--- src/rtl/memory_stage.sv ---
// MEM pipeline stage: latches the execute bundle, runs one data-memory
// access per load/store, aligns load data and feeds writeback.
module memory_stage (
  input  logic        clk,
  input  logic        rst,
  input  logic        stall,
  input  logic        in_MemRead,
  input  logic        in_MemWrite,
  input  logic [2:0]  in_funct3,
  input  logic [31:0] in_result_alu,
  input  logic [31:0] in_store_data,
  input  logic        in_MemToReg,
  input  logic        in_RegWrite,
  input  logic        in_PCSrc,
  input  logic [4:0]  in_RegDest,
  input  logic [31:0] in_BranchTarget,
  output logic        mem_req,
  output logic        mem_we,
  output logic [31:0] mem_addr,
  output logic [31:0] mem_wdata,
  output logic [3:0]  mem_wstrb,
  input  logic [31:0] mem_rdata,
  input  logic        mem_ready,
  output logic [31:0] data_mem,
  output logic [31:0] result_alu,
  output logic        MemToReg,
  output logic        RegWrite,
  output logic        PCSrc,
  output logic [4:0]  RegDest,
  output logic [31:0] BranchTarget,
  output logic        busy,
  output logic        misaligned
);

  typedef enum logic [1:0] {
    IDLE,
    ACCESS,
    DONE
  } state_t;

  state_t      state;
  logic        is_wr;
  logic [2:0]  f3;
  logic [31:0] addr;
  logic [31:0] sdata;
  logic [31:0] tgt;
  logic [31:0] held;
  logic [4:0]  rdst;
  logic        m2r;
  logic        rw;
  logic        pcs;

  logic        in_mem;
  logic        in_mis;
  logic        in_acc;
  logic        acc;
  logic        present;
  logic [31:0] sh;
  logic [31:0] ld;
  logic [31:0] fin;
  logic [31:0] wd;
  logic [3:0]  st;

  assign in_mem = in_MemRead | in_MemWrite;
  assign in_mis = in_mem &
    (((in_funct3[1:0] == 2'b01) & in_result_alu[0]) |
     ((in_funct3[1:0] == 2'b10) & (|in_result_alu[1:0])));
  assign in_acc = in_mem & ~in_mis;

  assign acc     = (state == ACCESS);
  assign present = ~stall & ((acc & mem_ready) | (state == DONE));
  assign busy    = (acc & ~mem_ready) | (state == DONE);

  assign sh = mem_rdata >> {addr[1:0], 3'b000};

  always_comb begin
    ld = '0;
    unique case (1'b1)
      !is_wr && f3 == 3'b000: ld = {{24{sh[7]}}, sh[7:0]};
      !is_wr && f3 == 3'b001: ld = {{16{sh[15]}}, sh[15:0]};
      !is_wr && f3 == 3'b010: ld = sh;
      !is_wr && f3 == 3'b100: ld = {24'd0, sh[7:0]};
      !is_wr && f3 == 3'b101: ld = {16'd0, sh[15:0]};
      default:                ld = '0;
    endcase
  end

  assign fin = (state == DONE) ? held : ld;

  always_comb begin
    wd = sdata;
    st = 4'b1111;
    unique case (1'b1)
      f3[1:0] == 2'b00: begin
        wd = {4{sdata[7:0]}};
        st = 4'b0001 << addr[1:0];
      end
      f3[1:0] == 2'b01: begin
        wd = {2{sdata[15:0]}};
        st = 4'b0011 << addr[1:0];
      end
      default: begin
        wd = sdata;
        st = 4'b1111;
      end
    endcase
  end

  // Bus signals come straight from captured state, so they stay stable
  // for the whole access and vanish as soon as reset forces IDLE.
  assign mem_req   = acc;
  assign mem_we    = acc & is_wr;
  assign mem_addr  = acc ? {addr[31:2], 2'b00} : '0;
  assign mem_wdata = acc ? wd : '0;
  assign mem_wstrb = (acc & is_wr) ? st : 4'b0000;

  always_ff @(posedge clk or negedge rst) begin
    if (!rst) begin
      state        <= IDLE;
      is_wr        <= 1'b0;
      f3           <= '0;
      addr         <= '0;
      sdata        <= '0;
      tgt          <= '0;
      held         <= '0;
      rdst         <= '0;
      m2r          <= 1'b0;
      rw           <= 1'b0;
      pcs          <= 1'b0;
      data_mem     <= '0;
      result_alu   <= '0;
      MemToReg     <= 1'b0;
      RegWrite     <= 1'b0;
      PCSrc        <= 1'b0;
      RegDest      <= '0;
      BranchTarget <= '0;
      misaligned   <= 1'b0;
    end else begin
      misaligned <= 1'b0;
      unique case (state)
        IDLE: begin
          if (!stall) begin
            is_wr <= in_MemWrite;
            f3    <= in_funct3;
            addr  <= in_result_alu;
            sdata <= in_store_data;
            tgt   <= in_BranchTarget;
            rdst  <= in_RegDest;
            m2r   <= in_MemToReg;
            rw    <= in_RegWrite;
            pcs   <= in_PCSrc;
            if (in_acc) begin
              state    <= ACCESS;
              data_mem <= '0;
              RegWrite <= 1'b0;
              PCSrc    <= 1'b0;
              MemToReg <= 1'b0;
            end else begin
              data_mem     <= '0;
              result_alu   <= in_result_alu;
              MemToReg     <= in_MemToReg;
              RegWrite     <= in_RegWrite & ~in_mis;
              PCSrc        <= in_PCSrc;
              RegDest      <= in_RegDest;
              BranchTarget <= in_BranchTarget;
              misaligned   <= in_mis;
            end
          end
        end
        ACCESS: begin
          if (mem_ready) begin
            held  <= ld;
            state <= stall ? DONE : IDLE;
          end
        end
        DONE: begin
          if (!stall) state <= IDLE;
        end
        default: state <= IDLE;
      endcase
      if (present) begin
        data_mem     <= fin;
        result_alu   <= addr;
        MemToReg     <= m2r;
        RegWrite     <= rw;
        PCSrc        <= pcs;
        RegDest      <= rdst;
        BranchTarget <= tgt;
      end
    end
  end

endmodule

--- config.mk ---
export PLATFORM = sky130hd
export DESIGN_NAME = memory_stage
export DESIGN_NICKNAME = d
export VERILOG_FILES = /design/src/rtl/memory_stage.sv
export SDC_FILE = /design/constraint.sdc
export NUM_CORES = 1
export LEC_CHECK = 0
export ABC_CLOCK_PERIOD_IN_PS = 1600
export CAP_MARGIN = 20
export CORE_ASPECT_RATIO = 0.8
export CORE_MARGIN = 5
export CORE_UTILIZATION = 44
export CTS_BUF_LIST = sky130_fd_sc_hd__clkbuf_16
export CTS_CLUSTER_DIAMETER = 200
export DETAILED_ROUTE_END_ITERATION = 16
export PLACE_DENSITY = 0.87
export SLEW_MARGIN = 20
export SYNTH_ARGS = -nofsm -noshare
export SYNTH_HDL_FRONTEND = slang
export SYNTH_SLANG_ARGS = --single-unit
--- constraint.sdc ---
create_clock -name clk -period 1.6 [get_ports clk]
set_clock_uncertainty 0.1 [all_clocks]
set_input_delay 0.16 -clock clk [delete_from_list [all_inputs] [get_ports clk]]
set_output_delay 0.16 -clock clk [all_outputs]
set_load 0.02 [all_outputs]
==> metrics.txt, run 1 <==
# TYPE chip_impl_metric gauge
chip_impl_info{name="status",value="complete, but fails checks"} 1
chip_impl_info{name="violations",value="negative setup slack"} 1
chip_impl_metric{name="detailedRoute.firstPassIterationCount",unit=""} 6
chip_impl_info{name="tritoncts_clock_tree",value="yes"} 1
chip_impl_metric{name="period_share",unit="%"} 133
chip_impl_metric{name="detail-route-antenna-nets",unit=""} 0
chip_impl_metric{name="final_cell_area",unit="sq um"} 21800
chip_impl_metric{name="syn-cell-area",unit="sq um"} 12000
chip_impl_metric{name="synthToLayoutAreaGrowth",unit="%"} 82.4
chip_impl_info{name="ys_top_cells_by_area",value="dfrtp_1 (52%), nand2_1 (15%), nand3_1 (6.2%)"} 1
chip_impl_metric{name="grt.overflow.total",unit=""} 0
chip_impl_metric{name="worst-r2r-setup-slack",unit="ps"} -530
chip_impl_metric{name="yosysSeqAreaShare",unit="%"} 51.6
chip_impl_info{name="reg2reg_from",value="state[0]"} 1
chip_impl_metric{name="nNetsFinal",unit=""} 2008
chip_impl_metric{name="row_count",unit=""} 54
chip_impl_metric{name="io-pin-count",unit=""} 321
chip_impl_metric{name="layout_setup_ws",unit="ps"} -532
chip_impl_info{name="endpoint_kind",value="output port"} 1
chip_impl_metric{name="vias_per_cell",unit=""} 6.34
chip_impl_info{name="rsz0062_at_grt",value="yes"} 1
chip_impl_metric{name="timing_max_transition_violations_final",unit=""} 0
chip_impl_metric{name="crit_arrival",unit="ps"} 1870
chip_impl_metric{name="numClockSinks",unit=""} 247
chip_impl_info{name="flip_flop_cell_with_the_highest_count_after_synthesis",value="dfrtp_1"} 1
chip_impl_metric{name="critPathMaxFanout",unit=""} 8
chip_impl_metric{name="routedWlPerCell",unit="um"} 27.4
chip_impl_metric{name="timing.critical_path.required",unit="ps"} 1340
chip_impl_metric{name="die_ht",unit="um"} 158
chip_impl_info{name="crit_reg_reg_endpoint",value="RegDest[1]"} 1
chip_impl_metric{name="die_area",unit="sq um"} 30600
chip_impl_metric{name="ys_ff_latch",unit=""} 247
chip_impl_metric{name="placement.setup.worst_slack",unit="ps"} -418
chip_impl_info{name="synth_top_family_by_area",value="simple AND/OR/NAND/NOR gates"} 1
chip_impl_metric{name="place_area",unit="sq um"} 16600
chip_impl_metric{name="worstRegToRegCells",unit=""} 10
chip_impl_metric{name="grt_start_max_net_pins",unit=""} 57
chip_impl_metric{name="hpwl",unit="mm"} 29.1
chip_impl_info{name="synth_largest_area_cell",value="dfrtp_1"} 1
chip_impl_metric{name="synth.distinct_cells",unit=""} 50
chip_impl_info{name="startpoint",value="state[0]"} 1
chip_impl_metric{name="placeableCoreArea",unit="sq um"} 27000
chip_impl_info{name="ctsRootBufferMaster",value="clkbuf_16"} 1
chip_impl_metric{name="synth_top_area_share",unit="%"} 51.6
chip_impl_metric{name="synth-compound-area-share",unit="%"} 14.2
chip_impl_metric{name="clkSlewWorstSetupHoldPaths",unit="ps"} 60
chip_impl_metric{name="cap_violations",unit=""} 0
chip_impl_metric{name="fmaxAchievable",unit="MHz"} 469
chip_impl_metric{name="grt_antenna_before_repair",unit=""} 4
chip_impl_metric{name="worst_slew_margin_rel",unit="%"} 65.6
chip_impl_metric{name="avgSynthCellArea",unit="sq um"} 8.66
chip_impl_metric{name="ys.warnings.count",unit=""} 0
chip_impl_metric{name="grt_pass1_wl",unit="mm"} 79.2
chip_impl_metric{name="detail_route.wirelength",unit="mm"} 61.6
chip_impl_info{name="critical_path_class",value="flop to output port"} 1
chip_impl_metric{name="totalPowerFinal",unit="mW"} 31.6
chip_impl_metric{name="cellPowerDensity",unit="nW/um^2"} 1440
chip_impl_metric{name="die_x",unit="um"} 194
chip_impl_metric{name="ctsHtreeMaxLevel",unit=""} 1
chip_impl_info{name="setup.worst_path.start_class",value="flop"} 1
chip_impl_metric{name="timing.final.hold_violations",unit=""} 0
chip_impl_metric{name="route.detailed.drc",unit=""} 0
chip_impl_metric{name="clkLatencyLatePin",unit="ps"} 550
chip_impl_metric{name="synthAdderAreaFrac",unit="%"} 0
chip_impl_metric{name="setup_violations",unit=""} 317
chip_impl_metric{name="netlist_instances",unit=""} 1384
chip_impl_metric{name="start_util",unit="%"} 44.3
chip_impl_metric{name="period_minus_slack",unit="ps"} 2130
chip_impl_metric{name="synth_simple_gate_area_share",unit="%"} 25.8
chip_impl_metric{name="num-fill-cells",unit=""} 1401
chip_impl_metric{name="cts_buffers",unit=""} 27
chip_impl_metric{name="port_buffers",unit=""} 318
chip_impl_info{name="worst_hold_path_type",value="input port to async pin"} 1
chip_impl_metric{name="muxShareOfSynthArea",unit="%"} 3.70
chip_impl_metric{name="routed-via-count",unit=""} 14300
chip_impl_metric{name="synth-async-reset-ratio",unit="%"} 100
chip_impl_metric{name="timing_worst_slew_pin_value",unit="ps"} 517
chip_impl_metric{name="clockBufferDepth",unit=""} 3
chip_impl_metric{name="globalplace.congestion",unit=""} 0.910
chip_impl_metric{name="synth_xor_area_share",unit="%"} 0.0731
chip_impl_metric{name="power_leakage",unit="nW"} 10.3
chip_impl_metric{name="power.ir.vdd_worst",unit="uV"} 1080
chip_impl_metric{name="synth_edf_count",unit=""} 0
chip_impl_metric{name="groute.usage.overall",unit="%"} 32.4
chip_impl_metric{name="grt_pass1_vias",unit=""} 13600
chip_impl_metric{name="drt-initial-drc-count",unit=""} 1461
chip_impl_metric{name="drive_above_1_share",unit="%"} 42.8
## power breakdown
group          internal (mW)  switching [mW]  total (mW)
Clock                   3.37            2.78        6.15
Sequential              8.27            1.68        9.95
Combinational           6.95            8.50        15.5
Total                   18.6            13.0        31.6
## cell type report
class / instances / area, sq um / area share (%)
clock inverters: 21 / 144 / 0.659
multi-input cells: 1012 / 7450 / 34.1
clock buffers: 27 / 676 / 3.09
repair buffers: 570 / 6900 / 31.6
diodes: 3 / 7.51 / 0.0344
flip-flops and latches: 247 / 6190 / 28.3
well taps: 364 / 455 / 2.08
inverters: 5 / 33.8 / 0.155
## cell usage after synthesis, types with 3 or more instances
cell type,count
mux2i_1,33
nand2_1,465
buf_4,3
o21ai_0,53
o2bb2ai_1,8
buf_6,4
a21oi_1,27
nand3_1,148
a221oi_1,8
clkbuf_1,76
a22oi_1,10
nand2b_1,4
dfrtp_1,247
buf_2,32
inv_1,4
a31oi_1,14
a2bb2oi_1,8
a41oi_2,6
and2_1,39
o211ai_1,71
buf_1,8
nor2_1,59
a32oi_1,17
mux2_2,8
## layer usage
layer | wire length, um | track usage, % | share of wire [%]
met1 | 21000 | 40.9 | 34
met2 | 29100 | 54.6 | 47
met3 | 6770 | 7.79 | 11
met4 | 4680 | 12.9 | 7.6
met5 | 29 | 0 | 0.047
## worst max-delay path: stages (launching register included)
cell and delay [ps]:
dfrtp_2 430, nand2b_4 170, clkinv_8 120, buf_8 160, buf_16 150, and2_4 160, buf_6 120
## timing repair
item                                    CTS  global route
pin swaps                               106           310
endpoints found under the setup margin  345           323
setup buffers                            46            39
hold buffers                              1             0
gates resized for setup                 683           528
cloned                                   37            26
hold endpoints to repair                247             0
## worst max-delay path by stage
stage / endpoint / slack, ps / cells past startpoint
6_report: mem_addr[13] / -530 / 6
5_1_grt: held[13] / -580 / 8
4_1_cts: mem_wdata[25] / -510 / 6
3_5_place_dp: result_alu[7] / -420 / 7
3_3_place_gp: mem_wstrb[3] / -390 / 5
2_1_floorplan: held[12] / -50 / 6
## layout by cell type, fill, tap and decap left out, types with 28 or more instances in the layout
master / count
nand2_2: 113
dfrtp_1: 241
buf_12: 53
and2_4: 38
buf_6: 100
nand3_2: 61
mux2i_1: 28
nand2_4: 79
nor2_1: 39
clkbuf_16: 48
dlygate4sd2_1: 97
clkdlybuf4s50_1: 143
nand2_1: 272
buf_4: 99
o211ai_1: 71
nand3_1: 68
## state kept, by name, indices dropped and copies added, names as in the netlist, 2 cells and up
| name | flops |
|---|---|
| BranchTarget | 32 |
| RegDest | 5 |
| addr | 32 |
| data_mem | 32 |
| f3 | 3 |
| held | 32 |
| rdst | 5 |
| result_alu | 32 |
| sdata | 32 |
| state | 2 |
| tgt | 32 |
## cells by family after synthesis
| family | count (synthesis) |
|---|---|
| xor gates and xnor gates | 1 |
| DFF | 247 |
| AOI/OAI and AO/OA | 237 |
| buffers and inverters | 128 |
| muxes | 42 |
| and+or+nand+nor | 728 |
| other | 1 |
## through the flow
stage	util [%]	hold slack (ps)	std cells	TNS, ps
CTS	71.1	36.5	2192	-74050
floorplan	-	-236	1385	-1500
global placement	61.2	32.2	2063	-65830
detailed placement	61.2	32.7	2063	-74140
global route	80.8	77.4	2248	-134570
finish	80.8	73.0	2249	-124040
(Power assumes the default switching activity.)
==> run 2: changes to the inputs <==
Settings changed: CORE_ASPECT_RATIO 0.8 to unset, CORE_MARGIN 5 to 4, SKIP_CTS_REPAIR_TIMING set to 1.
==> metrics.txt, run 2 (same netlist as run 1, synthesis figures left out) <==
# TYPE chip_impl_metric gauge
chip_impl_metric{name="layout_setup_ws",unit="ps"} -472
chip_impl_info{name="tritoncts_clock_tree",value="yes"} 1
chip_impl_metric{name="vias_per_cell",unit=""} 5.91
chip_impl_metric{name="die_x",unit="um"} 173
chip_impl_metric{name="place_area",unit="sq um"} 16600
chip_impl_metric{name="start_util",unit="%"} 44.6
chip_impl_metric{name="synthToLayoutAreaGrowth",unit="%"} 54.7
chip_impl_metric{name="sequentialPowerShare",unit="%"} 34.8
chip_impl_metric{name="hpwl",unit="mm"} 29.1
chip_impl_metric{name="ctsHtreeMaxLevel",unit=""} 1
chip_impl_metric{name="power.ir.vdd_worst",unit="uV"} 1020
chip_impl_metric{name="placeableCoreArea",unit="sq um"} 26900
chip_impl_metric{name="drt-initial-drc-count",unit=""} 1286
chip_impl_metric{name="setup_violations",unit=""} 412
chip_impl_info{name="rsz0062_at_grt",value="yes"} 1
chip_impl_metric{name="grt_pass1_wl",unit="mm"} 65.6
chip_impl_metric{name="critPathMaxFanout",unit=""} 8
chip_impl_info{name="reg2reg_from",value="f3[0]"} 1
chip_impl_metric{name="worst_slew_margin_rel",unit="%"} 65.2
chip_impl_metric{name="power.share.combinational",unit="%"} 44.3
chip_impl_metric{name="nNetsFinal",unit=""} 1921
chip_impl_info{name="crit_reg_reg_endpoint",value="held[28]"} 1
chip_impl_metric{name="period_minus_slack",unit="ps"} 2070
chip_impl_metric{name="grt_start_max_net_pins",unit=""} 52
chip_impl_metric{name="globalplace.congestion",unit=""} 0.911
chip_impl_metric{name="cts_buffers",unit=""} 27
chip_impl_info{name="setup.worst_path.start_class",value="flop"} 1
chip_impl_metric{name="die_area",unit="sq um"} 29900
chip_impl_metric{name="num-fill-cells",unit=""} 1855
chip_impl_metric{name="clkSlewWorstSetupHoldPaths",unit="ps"} 60
chip_impl_metric{name="totalPowerFinal",unit="mW"} 27.9
chip_impl_metric{name="detail-route-antenna-nets",unit=""} 0
chip_impl_metric{name="die_ht",unit="um"} 173
chip_impl_metric{name="row_count",unit=""} 60
chip_impl_metric{name="fmaxAchievable",unit="MHz"} 483
chip_impl_metric{name="port_buffers",unit=""} 318
chip_impl_metric{name="io-pin-count",unit=""} 321
chip_impl_metric{name="intPower",unit="mW"} 17.3
chip_impl_metric{name="power_leakage",unit="nW"} 8.52
chip_impl_metric{name="detailedRoute.firstPassIterationCount",unit=""} 6
chip_impl_info{name="most_frequent_standard_cell_in_the_layout_excluding_fill_and_tap_cells",value="nand2_1"} 1
chip_impl_info{name="endpoint_kind",value="output port"} 1
chip_impl_metric{name="timing_worst_slew_pin_value",unit="ps"} 520
chip_impl_metric{name="route.detailed.drc",unit=""} 0
chip_impl_metric{name="place_inst",unit=""} 2039
chip_impl_info{name="critical_path_class",value="flop to output port"} 1
chip_impl_metric{name="cellPowerDensity",unit="nW/um^2"} 1510
chip_impl_metric{name="grt_antenna_before_repair",unit=""} 4
chip_impl_metric{name="cap_violations",unit=""} 0
chip_impl_info{name="status",value="complete, but fails checks"} 1
chip_impl_metric{name="timing.critical_path.required",unit="ps"} 1340
chip_impl_metric{name="clkLatencyLatePin",unit="ps"} 540
chip_impl_metric{name="routed-via-count",unit=""} 12700
chip_impl_info{name="worst_hold_path_type",value="input port to async pin"} 1
chip_impl_metric{name="worst-r2r-setup-slack",unit="ps"} -420
chip_impl_metric{name="period_share",unit="%"} 130
chip_impl_metric{name="timing.final.hold_violations",unit=""} 0
chip_impl_metric{name="numClockSinks",unit=""} 247
chip_impl_info{name="violations",value="negative setup slack"} 1
chip_impl_metric{name="crit_arrival",unit="ps"} 1810
chip_impl_metric{name="grt_pass1_vias",unit=""} 12200
chip_impl_metric{name="detail_route.wirelength",unit="mm"} 46.9
chip_impl_metric{name="drive_above_1_share",unit="%"} 22.0
chip_impl_metric{name="routedWlPerCell",unit="um"} 21.9
chip_impl_info{name="ctsRootBufferMaster",value="clkbuf_16"} 1
chip_impl_metric{name="clockBufferDepth",unit=""} 3
chip_impl_metric{name="total_switching_power",unit="mW"} 10.7
chip_impl_metric{name="worstRegToRegCells",unit=""} 9
chip_impl_metric{name="grt.overflow.total",unit=""} 0
chip_impl_metric{name="stdcell_count",unit=""} 2142
chip_impl_metric{name="switching_share",unit="%"} 38.2
chip_impl_metric{name="final_cell_area",unit="sq um"} 18500
chip_impl_metric{name="timing_max_transition_violations_final",unit=""} 0
chip_impl_info{name="mostFrequentLayoutCells",value="nand2_1 (456), clkdlybuf4s50_1 (242), dfrtp_1 (241), nand3_1 (143), buf_4 (87)"} 1
chip_impl_metric{name="groute.usage.overall",unit="%"} 26.4
chip_impl_metric{name="clock_power_share",unit="%"} 20.9
-- run 2: cell count changes in the layout (fill, tap and decap cells not counted), moves of 75 or more --
| cell | delta |
|---|---|
| clkdlybuf4s50_1 | +99 |
| nand3_1 | +75 |
| nand2_4 | -78 |
| nand2_1 | +184 |
| nand2_2 | -106 |
| dlygate4sd2_1 | -97 |
-- run 2: final cells by class --
cell class                 count  area, sq um  area share (%)
sequential                   247         6190            33.4
multi-input combinational   1011         5710            30.8
inverter                       5         31.3           0.169
antenna                        5         12.5          0.0675
tap                          341          427            2.30
timing repair buffer         484         5350            28.9
clock buffer                  27          676            3.65
clock inverter                22          134           0.722
-- run 2: worst max path at each step --
stage                            start              to  slack [ps]
after CTS                     state[1]     mem_addr[3]        -950
after global placement        state[1]    mem_addr[13]        -350
after floorplan                addr[1]        held[12]         -50
final                            f3[1]   mem_wdata[10]        -470
after detailed placement  in_funct3[0]  result_alu[20]        -370
after global routing             f3[0]   mem_wdata[28]        -600
-- run 2: worst max-delay path, stage by stage (launching register included) --
cell and delay [ps]:
dfrtp_2 490, nor2_2 180, buf_6 150, nand2_1 60, a21oi_1 190, buf_4 200
-- run 2: layer usage --
layer	GRT usage [%]	share of wire, %
met5	0	0.026
met4	10.9	5.4
met3	6.86	10
met1	32.8	36
met2	44.2	49
-- run 2: metrics by stage --
stage / hold WS [ps] / util (%) / TNS [ps] / setup slack (ps)
final: 51.1 / 69.0 / -85370 / -472
after global routing: 57.9 / 68.9 / -105180 / -596
after CTS: -533 / 64.7 / -117810 / -946
after detailed placement: 33.5 / 61.6 / -76900 / -374
after global placement: 36.6 / 61.6 / -68650 / -346
after floorplan: -236 / - / -1500 / -53.4
-- run 2: power by group through the flow --
stage / clock network, mW / logic [mW] / registers, mW
after floorplan: 0 / 4.64 / 10.4
after global placement: 0 / 10.5 / 9.54
after detailed placement: 0 / 10.8 / 9.64
after CTS: 5.87 / 10.9 / 9.58
after global routing: 6.15 / 13.1 / 9.92
final: 5.83 / 12.4 / 9.72
==> run 3: changes to the inputs <==
Settings changed: RECOVER_POWER set to 100.
==> metrics.txt, run 3 (same netlist as run 1, synthesis figures left out) <==
# TYPE chip_impl_metric gauge
chip_impl_info{name="status",value="complete, but fails checks"} 1
chip_impl_info{name="violations",value="negative setup slack"} 1
chip_impl_metric{name="grt_pass1_wl",unit="mm"} 65.6
chip_impl_metric{name="stdcell_count",unit=""} 2141
chip_impl_metric{name="row_count",unit=""} 60
chip_impl_metric{name="hpwl",unit="mm"} 29.1
chip_impl_metric{name="groute.usage.overall",unit="%"} 26.4
chip_impl_metric{name="critical_path_cell_count",unit=""} 6
chip_impl_metric{name="timing.critical_path.required",unit="ps"} 1340
chip_impl_metric{name="die_ht",unit="um"} 173
chip_impl_metric{name="grt_pass1_vias",unit=""} 12200
chip_impl_metric{name="detail_route.wirelength",unit="mm"} 46.9
chip_impl_metric{name="critPathMaxFanout",unit=""} 16
chip_impl_info{name="startpoint",value="f3[0]"} 1
chip_impl_metric{name="cts_buffers",unit=""} 27
chip_impl_metric{name="numClockSinks",unit=""} 247
chip_impl_info{name="mostFrequentLayoutCells",value="nand2_1 (456), clkdlybuf4s50_1 (242), dfrtp_1 (241), nand3_1 (143), buf_4 (85)"} 1
chip_impl_metric{name="vias_per_cell",unit=""} 5.94
chip_impl_metric{name="cap_violations",unit=""} 0
chip_impl_metric{name="globalplace.congestion",unit=""} 0.911
chip_impl_metric{name="drt-initial-drc-count",unit=""} 1338
chip_impl_metric{name="grt_start_max_net_pins",unit=""} 52
chip_impl_metric{name="timing.final.hold_violations",unit=""} 0
chip_impl_metric{name="start_util",unit="%"} 44.6
chip_impl_metric{name="routed-via-count",unit=""} 12700
chip_impl_metric{name="die_x",unit="um"} 173
chip_impl_metric{name="crit_arrival",unit="ps"} 1840
chip_impl_metric{name="detailedRoute.firstPassIterationCount",unit=""} 6
chip_impl_metric{name="worst_hold_path_cells",unit=""} 3
chip_impl_metric{name="route.detailed.drc",unit=""} 0
chip_impl_metric{name="timing_max_transition_violations_final",unit=""} 0
chip_impl_metric{name="detail-route-antenna-nets",unit=""} 0
chip_impl_info{name="most_frequent_standard_cell_in_the_layout_excluding_fill_and_tap_cells",value="nand2_1"} 1
chip_impl_info{name="tritoncts_clock_tree",value="yes"} 1
chip_impl_metric{name="slowest_delay",unit="ps"} 410
chip_impl_metric{name="drive_above_1_share",unit="%"} 21.9
chip_impl_metric{name="power.ir.vdd_worst",unit="uV"} 1020
chip_impl_info{name="path_common_cell",value="nor2_1"} 1
chip_impl_metric{name="period_share",unit="%"} 131
chip_impl_metric{name="worstRegToRegCells",unit=""} 9
chip_impl_metric{name="fmaxAchievable",unit="MHz"} 477
chip_impl_metric{name="routedWlPerCell",unit="um"} 21.9
chip_impl_metric{name="num-fill-cells",unit=""} 1879
chip_impl_metric{name="grt_antenna_before_repair",unit=""} 4
chip_impl_metric{name="worst_slew_margin_rel",unit="%"} 49.8
chip_impl_metric{name="place_inst",unit=""} 2039
chip_impl_metric{name="power_leakage",unit="nW"} 8.35
chip_impl_metric{name="timing_worst_slew_pin_value",unit="ps"} 754
chip_impl_info{name="ctsRootBufferMaster",value="clkbuf_16"} 1
chip_impl_info{name="reg2reg_from",value="f3[0]"} 1
chip_impl_metric{name="grt.overflow.total",unit=""} 0
chip_impl_metric{name="io-pin-count",unit=""} 321
chip_impl_info{name="crit_slowest_cell",value="dfrtp_2"} 1
chip_impl_metric{name="ctsHtreeMaxLevel",unit=""} 1
chip_impl_info{name="setup.worst_path.start_class",value="flop"} 1
chip_impl_metric{name="placeableCoreArea",unit="sq um"} 26900
chip_impl_info{name="crit_chain",value="buf_12, mux2i_1, nor2_1, a21oi_1, nor2_1, buf_4"} 1
chip_impl_info{name="cpLargestDelayFamily",value="flip-flops"} 1
chip_impl_metric{name="clkSlewWorstSetupHoldPaths",unit="ps"} 60
chip_impl_metric{name="flip_flop_and_latch_area",unit="sq um"} 6190
chip_impl_metric{name="period_minus_slack",unit="ps"} 2100
chip_impl_metric{name="nNetsFinal",unit=""} 1921
chip_impl_metric{name="synthToLayoutAreaGrowth",unit="%"} 53.0
chip_impl_metric{name="setup_violations",unit=""} 414
chip_impl_metric{name="clockBufferDepth",unit=""} 3
chip_impl_metric{name="cellPowerDensity",unit="nW/um^2"} 1520
chip_impl_info{name="rsz0062_at_grt",value="yes"} 1
chip_impl_metric{name="multi_input_comb_area",unit="sq um"} 5710
chip_impl_metric{name="die_area",unit="sq um"} 29900
chip_impl_metric{name="clkLatencyLatePin",unit="ps"} 540
chip_impl_metric{name="layout_setup_ws",unit="ps"} -499
chip_impl_info{name="worst_hold_path_type",value="input port to flop"} 1
chip_impl_metric{name="port_buffers",unit=""} 318
chip_impl_metric{name="totalPowerFinal",unit="mW"} 27.8
chip_impl_metric{name="path_buf_inv",unit=""} 2
chip_impl_info{name="endpoint_kind",value="output port"} 1
chip_impl_info{name="hold_path_startpoint",value="in_store_data[1]"} 1
chip_impl_info{name="critical_path_class",value="flop to output port"} 1
-- run 3: cell count changes in the layout (fill, tap and decap cells not counted), moves of 2 or more --
cell            before  now
buf_12              48   39
clkbuf_1             0    8
clkbuf_4             0    8
dlymetal6s2s_1       7    1
buf_2               16   18
buf_4               87   85
-- run 3: cell type report --
| cell class | count | share of cell area (%) |
|---|---|---|
| sequential | 247 | 33.8 |
| clock buffer | 27 | 3.69 |
| clock inverter | 22 | 0.730 |
| antenna | 4 | 0.0546 |
| inverter | 5 | 0.171 |
| timing repair buffer | 484 | 28.1 |
| tap | 341 | 2.33 |
| multi-input combinational | 1011 | 31.1 |
-- run 3: layer usage --
| layer | up-vias | track usage, % | share of wire [%] |
|---|---|---|---|
| li1 | 5522 | - | - |
| met1 | 6155 | 32.8 | 36 |
| met2 | 829 | 44.2 | 49 |
| met3 | 200 | 6.86 | 10 |
| met4 | 2 | 10.9 | 5.3 |
| met5 | - | 0 | 0.026 |
-- run 3: worst paths after layout --
kind	slack (ps)	endpoint
setup / recovery	-500	mem_wdata[28]
hold / removal	60	sdata[1]
setup reg to reg	-410	held[28]
hold reg to reg	380	tgt[26]
max in group asynchronous	210	data_mem[22]
min in group asynchronous	160	addr[7]
-- run 3: where the power goes --
part	leakage [nW]	switching [mW]	internal, mW
clock	0.434	2.60	3.23
sequential	3.10	1.45	8.27
combinational	4.81	6.61	5.69
total	8.35	10.7	17.2
-- run 3: tightest hold or removal path, stage by stage --
cell and delay (ps):
clkdlybuf4s50_1 400, nand2_1 60, nand2_1 40
-- run 3: per-stage QoR --
| stage | instance area, sq um | util, % | hold WS, ps | worst slack, ps | TNS, ps |
|---|---|---|---|---|---|
| after floorplan | 12100 | - | -236 | -53.4 | -1500 |
| after global placement | 16600 | 61.6 | 36.6 | -346 | -68650 |
| after detailed placement | 16600 | 61.6 | 33.5 | -374 | -76900 |
| after CTS | 17400 | 64.7 | -533 | -946 | -117810 |
| after global routing | 18300 | 68.2 | 57.9 | -596 | -109220 |
| final | 18300 | 68.2 | 56.9 | -499 | -88280 |
